[src/rtl/ahb_sram_subordinate_v2.sv]
// ahb_sram_subordinate_v2: AHB-Lite SRAM subordinate with byte-lane writes, wait states and two-cycle ERROR.
module ahb_sram_subordinate_v2 #(
    parameter int DATA_WIDTH  = 32,
    parameter int ADDR_WIDTH  = 32,
    parameter int MEM_DEPTH   = 16,
    parameter int WAIT_STATES = 0,
    parameter int SLOT_BITS   = 2
) (
    input  logic                  HCLK,
    input  logic                  HRESET,
    input  logic                  HSEL,
    input  logic [ADDR_WIDTH-1:0] HADDR,
    input  logic [1:0]            HTRANS,
    input  logic                  HWRITE,
    input  logic [2:0]            HSIZE,
    input  logic [2:0]            HBURST,
    input  logic [DATA_WIDTH-1:0] HWDATA,
    input  logic                  HREADYin,
    output logic [DATA_WIDTH-1:0] HRDATA,
    output logic [1:0]            HRESP,
    output logic                  HREADYout
);
    localparam int LANES = DATA_WIDTH / 8;
    localparam int OFFW  = $clog2(LANES);
    localparam int MW    = MEM_DEPTH > 1 ? $clog2(MEM_DEPTH) : 1;
    localparam int IDXW  = ADDR_WIDTH - SLOT_BITS - OFFW;

    typedef enum logic [1:0] {S_IDLE, S_WAIT, S_ERR1, S_ERR2} state_t;

    state_t                r_state;
    logic                  r_ready, r_err, r_pend, r_write, r_wrap_act;
    logic [MW-1:0]         r_idx;
    logic [OFFW-1:0]       r_off;
    logic [2:0]            r_size;
    logic [3:0]            r_cnt;
    logic [ADDR_WIDTH-1:0] r_wrap_exp;
    logic [DATA_WIDTH-1:0] r_rdata;
    logic [DATA_WIDTH-1:0] r_mem [MEM_DEPTH];

    logic [IDXW-1:0]       w_idx;
    logic                  w_accept, w_err, w_wr, w_wrap_burst;
    logic [LANES-1:0]      w_wmask;
    logic [DATA_WIDTH-1:0] w_rd_word;
    logic [ADDR_WIDTH-1:0] w_blk, w_next;

    assign w_idx        = HADDR[ADDR_WIDTH-SLOT_BITS-1:OFFW];
    assign w_accept     = HSEL & HREADYin & HTRANS[1] & r_ready;
    assign w_wrap_burst = ~HBURST[0] & |HBURST[2:1];
    assign w_blk        = ADDR_WIDTH'(1) << (int'(HSIZE) + int'(HBURST[2:1]) + 1);
    // next beat address stays inside the n*2^HSIZE-byte wrap block
    assign w_next       = (HADDR & ~(w_blk - 1'b1)) | ((HADDR + (ADDR_WIDTH'(1) << HSIZE)) & (w_blk - 1'b1));
    assign w_err        = (int'(HSIZE) > OFFW) | (|(HADDR[6:0] & ~(7'h7f << HSIZE))) |
                          (w_idx >= IDXW'(MEM_DEPTH)) | (HTRANS == 2'b11 && r_wrap_act && HADDR != r_wrap_exp);
    assign w_wr         = r_pend & r_write & (r_state == S_IDLE) & ~HRESET;

    always_comb begin
        w_rd_word = r_mem[w_idx[MW-1:0]];
        for (int l = 0; l < LANES; l++) begin
            w_wmask[l] = (l >= int'(r_off)) && (l < int'(r_off) + (1 << r_size));
            if (w_wr && w_wmask[l] && w_idx[MW-1:0] == r_idx) w_rd_word[8*l +: 8] = HWDATA[8*l +: 8];
        end
    end

    always_ff @(posedge HCLK)
        for (int l = 0; l < LANES; l++)
            if (w_wr && w_wmask[l]) r_mem[r_idx][8*l +: 8] <= HWDATA[8*l +: 8];

    always_ff @(posedge HCLK) begin
        if (HRESET) begin
            r_state    <= S_IDLE;
            r_ready    <= 1'b1;
            r_err      <= 1'b0;
            r_pend     <= 1'b0;
            r_cnt      <= '0;
            r_wrap_act <= 1'b0;
            r_wrap_exp <= '0;
            r_rdata    <= '0;
        end else begin
            if (w_accept) begin
                r_write    <= HWRITE;
                r_idx      <= w_idx[MW-1:0];
                r_off      <= HADDR[OFFW-1:0];
                r_size     <= HSIZE;
                r_wrap_exp <= w_next;
                if (HTRANS == 2'b10) r_wrap_act <= w_wrap_burst;
                if (!w_err && !HWRITE) r_rdata <= w_rd_word;
            end
            case (r_state)
                S_WAIT: begin
                    r_cnt <= r_cnt + 4'd1;
                    if (r_cnt == 4'(WAIT_STATES - 1)) begin
                        r_state <= S_IDLE;
                        r_ready <= 1'b1;
                    end
                end
                S_ERR1: begin
                    r_state <= S_ERR2;
                    r_ready <= 1'b1;
                end
                default: begin
                    r_pend  <= w_accept & ~w_err;
                    r_err   <= w_accept & w_err;
                    r_ready <= ~(w_accept & (w_err | (WAIT_STATES > 0)));
                    r_cnt   <= '0;
                    r_state <= !w_accept ? S_IDLE : w_err ? S_ERR1 : (WAIT_STATES > 0) ? S_WAIT : S_IDLE;
                end
            endcase
        end
    end

    assign HRDATA    = r_rdata;
    assign HRESP     = {1'b0, r_err};
    assign HREADYout = r_ready;
endmodule
[config.mk]
export PLATFORM = sky130hd
export DESIGN_NAME = ahb_sram_subordinate_v2
export DESIGN_NICKNAME = d
export VERILOG_FILES = /design/src/rtl/ahb_sram_subordinate_v2.sv
export SDC_FILE = /design/constraint.sdc
export NUM_CORES = 1
export LEC_CHECK = 0
export ABC_CLOCK_PERIOD_IN_PS = 3500
export CORE_MARGIN = 4
export CORE_UTILIZATION = 30
export CTS_CLUSTER_SIZE = 8
export DETAILED_ROUTE_END_ITERATION = 8
export SLEW_MARGIN = 20
export SYNTH_ARGS = -nofsm -noshare
export SYNTH_HDL_FRONTEND = slang
export SYNTH_SLANG_ARGS = --single-unit
[constraint.sdc]
create_clock -name HCLK -period 3.5 [get_ports HCLK]
set_clock_uncertainty 0.1 [all_clocks]
set_input_delay 0.525 -clock HCLK [delete_from_list [all_inputs] [get_ports HCLK]]
set_output_delay 0.525 -clock HCLK [all_outputs]
set_load 0.02 [all_outputs]
After elaboration in Yosys (flattened, before gate mapping)
Memory sizes are Yosys's and may differ from the RTL's. A register that Yosys moved wholly into a read port is not among the register bits. Index checks and enable logic that the tools add are counted.

Input port bits: 77. Bits in writable memories: 512. Output and inout bits: 35. Logic and storage cells: 94. Memories kept: 1. Register bits after elaboration: 52.

$lt $le $gt $ge: 9. Shift-type cells: 4. Reductions and logical operators: 19. Mux-type cells: 15. Bitwise gates (word level): 22. Add/sub/neg operators: 6. Eq/ne operators: 7.

Memories: r_mem (depth 16, bits a word 32, read ports 1, clocked after Yosys merged registers in 1, write ports 1, line 38) `logic [DATA_WIDTH-1:0] r_mem [MEM_DEPTH];`.

Operators with widths (count): $and A32 B32 Y32 (2); $lt A3 B32 Y1 const A (2); $shl A1 B3 Y32 const A (2); $add A3 B32 Y32 (1); $add A32 B32 Y32 (1); $lt A1 B32 Y1 const A (1); $lt A2 B32 Y1 const A (1); $ne A32 B32 Y1 (1); $not A32 Y32 (1); $or A32 B32 Y32 (1); $shl A1 B5 Y32 const A (1); $sub A32 B1 Y32 const B (1); $ge A28 B5 Y1 const B (1); $logic_and A1 B1 Y1 (10); $and A1 B1 Y1 (9); $mux W1 (9); $pmux W4 S2 (1); $and A7 B7 Y7 (1); $not A7 Y7 (1); $reduce_or A7 Y1 (1); $shl A7 B3 Y7 const A (1); $eq A2 B2 Y1 const B (3); $mux W2 (3); $reduce_and A2 Y1 (3); 16 further kinds (24).

Depth between registers and ports, before layout
Depth in word-level cells: 10. Depth in mapped cells: 14.

Worst setup path before layout
OpenSTA, ideal clock, no wires.

Kind: input to register. Start point: input HSIZE[0]. End point: register r_wrap_exp[6]. Stages: 12. Setup time: 132 ps. Arrival time: 3342 ps. Setup slack: -75 ps. Path buffers: 1. Cell sequence: inv_1 ha_1 fa_1 inv_1 or4_1 ha_1 clkbuf_1 nor2b_1 a21oi_1 o32ai_1 mux2i_1 a21oi_1.

Word-level cells in the longest chain between the ends: 7. Elaborated cells on any way between the ends: 10.

Ends and longest elaborated chain: start: declaration (line 15) `input logic [2:0] HSIZE,`; $add A3 B2 Y4 (line 49) `assign w_blk = ADDR_WIDTH'(1) << (int'(HSIZE) + int'(HBURST[2:1]) + 1);`; $add A4 B1 Y5 (line 49); $shl A1 B5 Y32 (line 49); $sub A32 B1 Y32 (line 51) `assign w_next = (HADDR & ~(w_blk - 1'b1)) | ((HADDR + (ADDR_WIDTH'(1) << HSIZE)) & (w_blk - 1'b1));`; $not A32 Y32 (line 51); $and A32 B32 Y32 (line 51); $or A32 B32 Y32 (*) (line 51); end signal: assignment (line 84) `r_wrap_exp <= w_next;`; end: declaration (line 36) `logic [ADDR_WIDTH-1:0] r_wrap_exp;`.

Every way passes the cells marked *; elsewhere a longest branch is shown, timed or not. A chain may end at the register's enable or synchronous reset.

Worst setup path in the final report
Ends and elaborated chain as after synthesis.

==> results by group <==
Floorplanning
  – Die area: 0.0872 sq mm
  – Initial Utilization: 0.302
  – Die Span Y: between 200 and 300 um
  – Core footprint: slightly above 0.08 sq mm
  – Number of I/O pins: roughly 110
  – FP Rows: 105
  – Horiz. Die Dim: 295 um

Hold path
  – Hold worst-path end: r_wrap_exp[23]$_SDFFE_PP0P_
  – WHS Path Cells: 2
  – Worst hold path class: register to register
  – Worst Hold Launch: r_wrap_exp[23]$_SDFFE_PP0P_

Global routing
  – GRT Total Usage: 0.142
  – Vias in the first global route: 14,891
  – Antenna violations before repair: 3
  – First-pass GRT wire length: around 94 mm
  – Pin count of the biggest net entering global routing: 58
  – GRT overflow: 0

Final layout
  – Share of layout cells above drive strength 1: 0.206
  – Nets: between 1,500 and 2,000
  – Most frequent cells in the layout: edfxtp_1, buf_4, mux4_2
  – Area growth syn-to-layout: 22.9%
  – Most common cell after layout, fill and taps aside: edfxtp_1
  – Final core utilization: 0.371
  – Cell Count, Final, Fillers Out: slightly below 3,000
  – Design Area, Final: 0.0304 sq mm

Detailed routing
  – Via Count: approximately 14,000
  – 1st-iter DRT viols: 1,054
  – Post-DR wirelength/cell: between 20 and 25 um
  – Number of remaining DRC errors: 0
  – Antenna viol nets, final: 0
  – Pre-antenna DRT Iters: 5
  – Final WL: slightly above 60 mm
  – Drt via density: 5.00

STA
  – Rel. slew slack: 0.346
  – Worst Max-Slew Pin Slew: ~0.98 ns
  – Final Max Slew Viols: 0
  – Hold_ws: around 0.37 ns
  – Setup violators final: 0
  – Min setup slack post-route: 0.374 ns
  – Fin crit share: 0.893
  – Min cycle time layout: between 3 and 4 ns
  – RSZ-0062 raised after global routing: false
  – Max frequency: 320 MHz
  – TNS Setup: 0 ns
  – Final number of hold-violating endpoints: 0

Yosys
  – Synth Net Count: ~1,600
  – Top cells by area, synth: edfxtp_1, mux4_2, dfxtp_1, a21oi_1, xnor2_1
  – Post-synth cell types: 63
  – Mapped Area: 0.0247 sq mm
  – Top-area cell type share of the netlist area: 0.633
  – Flops & latches, synth: 596
  – Syn_area_per_cell: 16.3 sq um
  – Biggest area consumer among synthesized cells: edfxtp_1
  – Asr flop ratio synth: 0
  – Gate Count Post-Synth: around 1,500
  – Top FF cell, synth: edfxtp_1
  – Post-synth EDFFs: approximately 520
  – Sequential element share of the synthesized area: 0.693
  – Ys Warns: 0

Clock tree
  – Root Buffer: clkbuf_16
  – Post_cts resized: 0
  – CTS tree: done
  – Num CTS Buffers: 85
  – Sink Count: a little under 600
  – Clock slew seen by the registers of the worst setup and hold paths: 0.06 ns
  – Clock Latency Late Sink: 0.64 ns
  – CTS max path bufs: 3
  – CTS H-Tree Depth: 3
  – Post-CTS Setup Inserts: 0
  – CTS Hold Bufs: 0

Critical path
  – Crit. End Element: register
  – Worst EP required: slightly below 4 ns
  – RR Startpoint: r_size[1]$_DFFE_PP_
  – Largest fanout on the critical path: 6
  – Reg2Reg Setup Slack: ~0.42 ns
  – CP Launch Type: primary input
  – Register-to-Register Path Depth: 10
  – Critical path class: primary input to register
  – WP data arrival: 3.53 ns
  – R2R Path End: r_mem[7][9]$_DFFE_PP_

Run status
  – Status: completed

Power and ir drop
  – PD cells: ~540 mW/mm^2
  – Peak VDD IR: ~0.00035 V
  – Tot Pwr: between 15 and 20 mW
  – Leakage power: around 10 nW

Placement
  – Placer Congestion: 0.821
  – Hpwl dp: a little over 40 mm
  – Area after DPL: approximately 0.028 sq mm
  – Placed Cells: between 2,000 and 3,000
  – Port-buffer cells: 110
  – Place WS: -0.283 ns

Flow run
  – Total of max-cap violations: 0
[synth_stat cells, types with 17 or more instances]
library cell,count
mux4_2,125
o31ai_1,28
a22oi_1,48
xnor2_1,42
clkbuf_1,52
o21ai_0,34
nand4_1,20
mux2i_1,35
dfxtp_1,74
a21oi_1,79
nand2_1,94
nor3_1,18
ha_1,19
nand3_1,19
buf_2,24
edfxtp_1,522
inv_1,17
nor2_1,97
[worst max-delay path, cell delays in order]
cell and delay, ns:
clkdlybuf4s50_1 0.48, inv_1 0.06, ha_1 0.23, fa_1 0.51, inv_1 0.05, or4_1 0.52, ha_1 0.26, nor2b_2 0.23
a21oi_1 0.10, o32ai_1 0.27, mux2i_1 0.21, a21oi_1 0.08
[flip-flops by register name, indices dropped and copies added (netlist names)]
register and count:
r_pend 1, r_err 1, HRDATA 32, r_cnt 4
r_wrap_act 1, r_size 3, r_idx 4, r_off 2
r_mem 512, r_wrap_exp 32, r_write 1, r_state 2
HREADYout 1
[cell type report]
cell class	instances	area (sq um)
Sequential cell	596	17200
Clock inverter	8	153
Tap cell	1070	1340
Antenna cell	1	2.50
Multi-Input combinational cell	807	7150
Timing Repair Buffer	245	2220
Inverter	19	71.3
Fill cell	7629	51600
Clock buffer	139	2340
[worst max-delay path by stage]
stage                                   start                    endpoint  slack (ns)  depth (start not counted)
after detailed placement             HSIZE[0]  r_wrap_exp[6]$_SDFFE_PP0P_       -0.28                         12
after global placement               HSIZE[0]  r_wrap_exp[6]$_SDFFE_PP0P_       -0.28                         12
after CTS                 r_size[1]$_DFFE_PP_     HRDATA[14]$_SDFFE_PP0P_        0.21                          9
after floorplan                      HSIZE[0]  r_wrap_exp[6]$_SDFFE_PP0P_       0.004                         12
after global routing      r_size[1]$_DFFE_PP_      r_mem[10][8]$_DFFE_PP_        0.08                          7
final                                HSIZE[0]  r_wrap_exp[6]$_SDFFE_PP0P_        0.37                         12
[layer usage]
layer | global-route usage | part of all wire | wire length (um) | up-vias
met5 | 0 | 0.00064 | 40 | -
met4 | 0.0519 | 0.027 | 1670 | 4
met3 | 0.0250 | 0.050 | 3090 | 98
met2 | 0.240 | 0.50 | 31300 | 390
met1 | 0.184 | 0.42 | 26100 | 7415
li1 | - | - | - | 6514
[cell families (layout without fill, tap and decap cells)]
logic type,Yosys count,in the layout,synth area share
buf+inv,112,411,0.0193
xor+xnor,55,55,0.0198
fa+ha+maj,22,22,0.0120
other cells,1,2,0.000152
simple gates,317,317,0.0618
mux,160,160,0.128
flops,596,596,0.693
compound gates,252,252,0.0659
[power breakdown]
group	internal, mW	total, mW	switching, mW
clock	4.57	7.57	3.00
sequential	7.76	7.77	0.0157
combinational	0.428	0.996	0.569
Note: power is estimated with default switching activity, not from simulation.
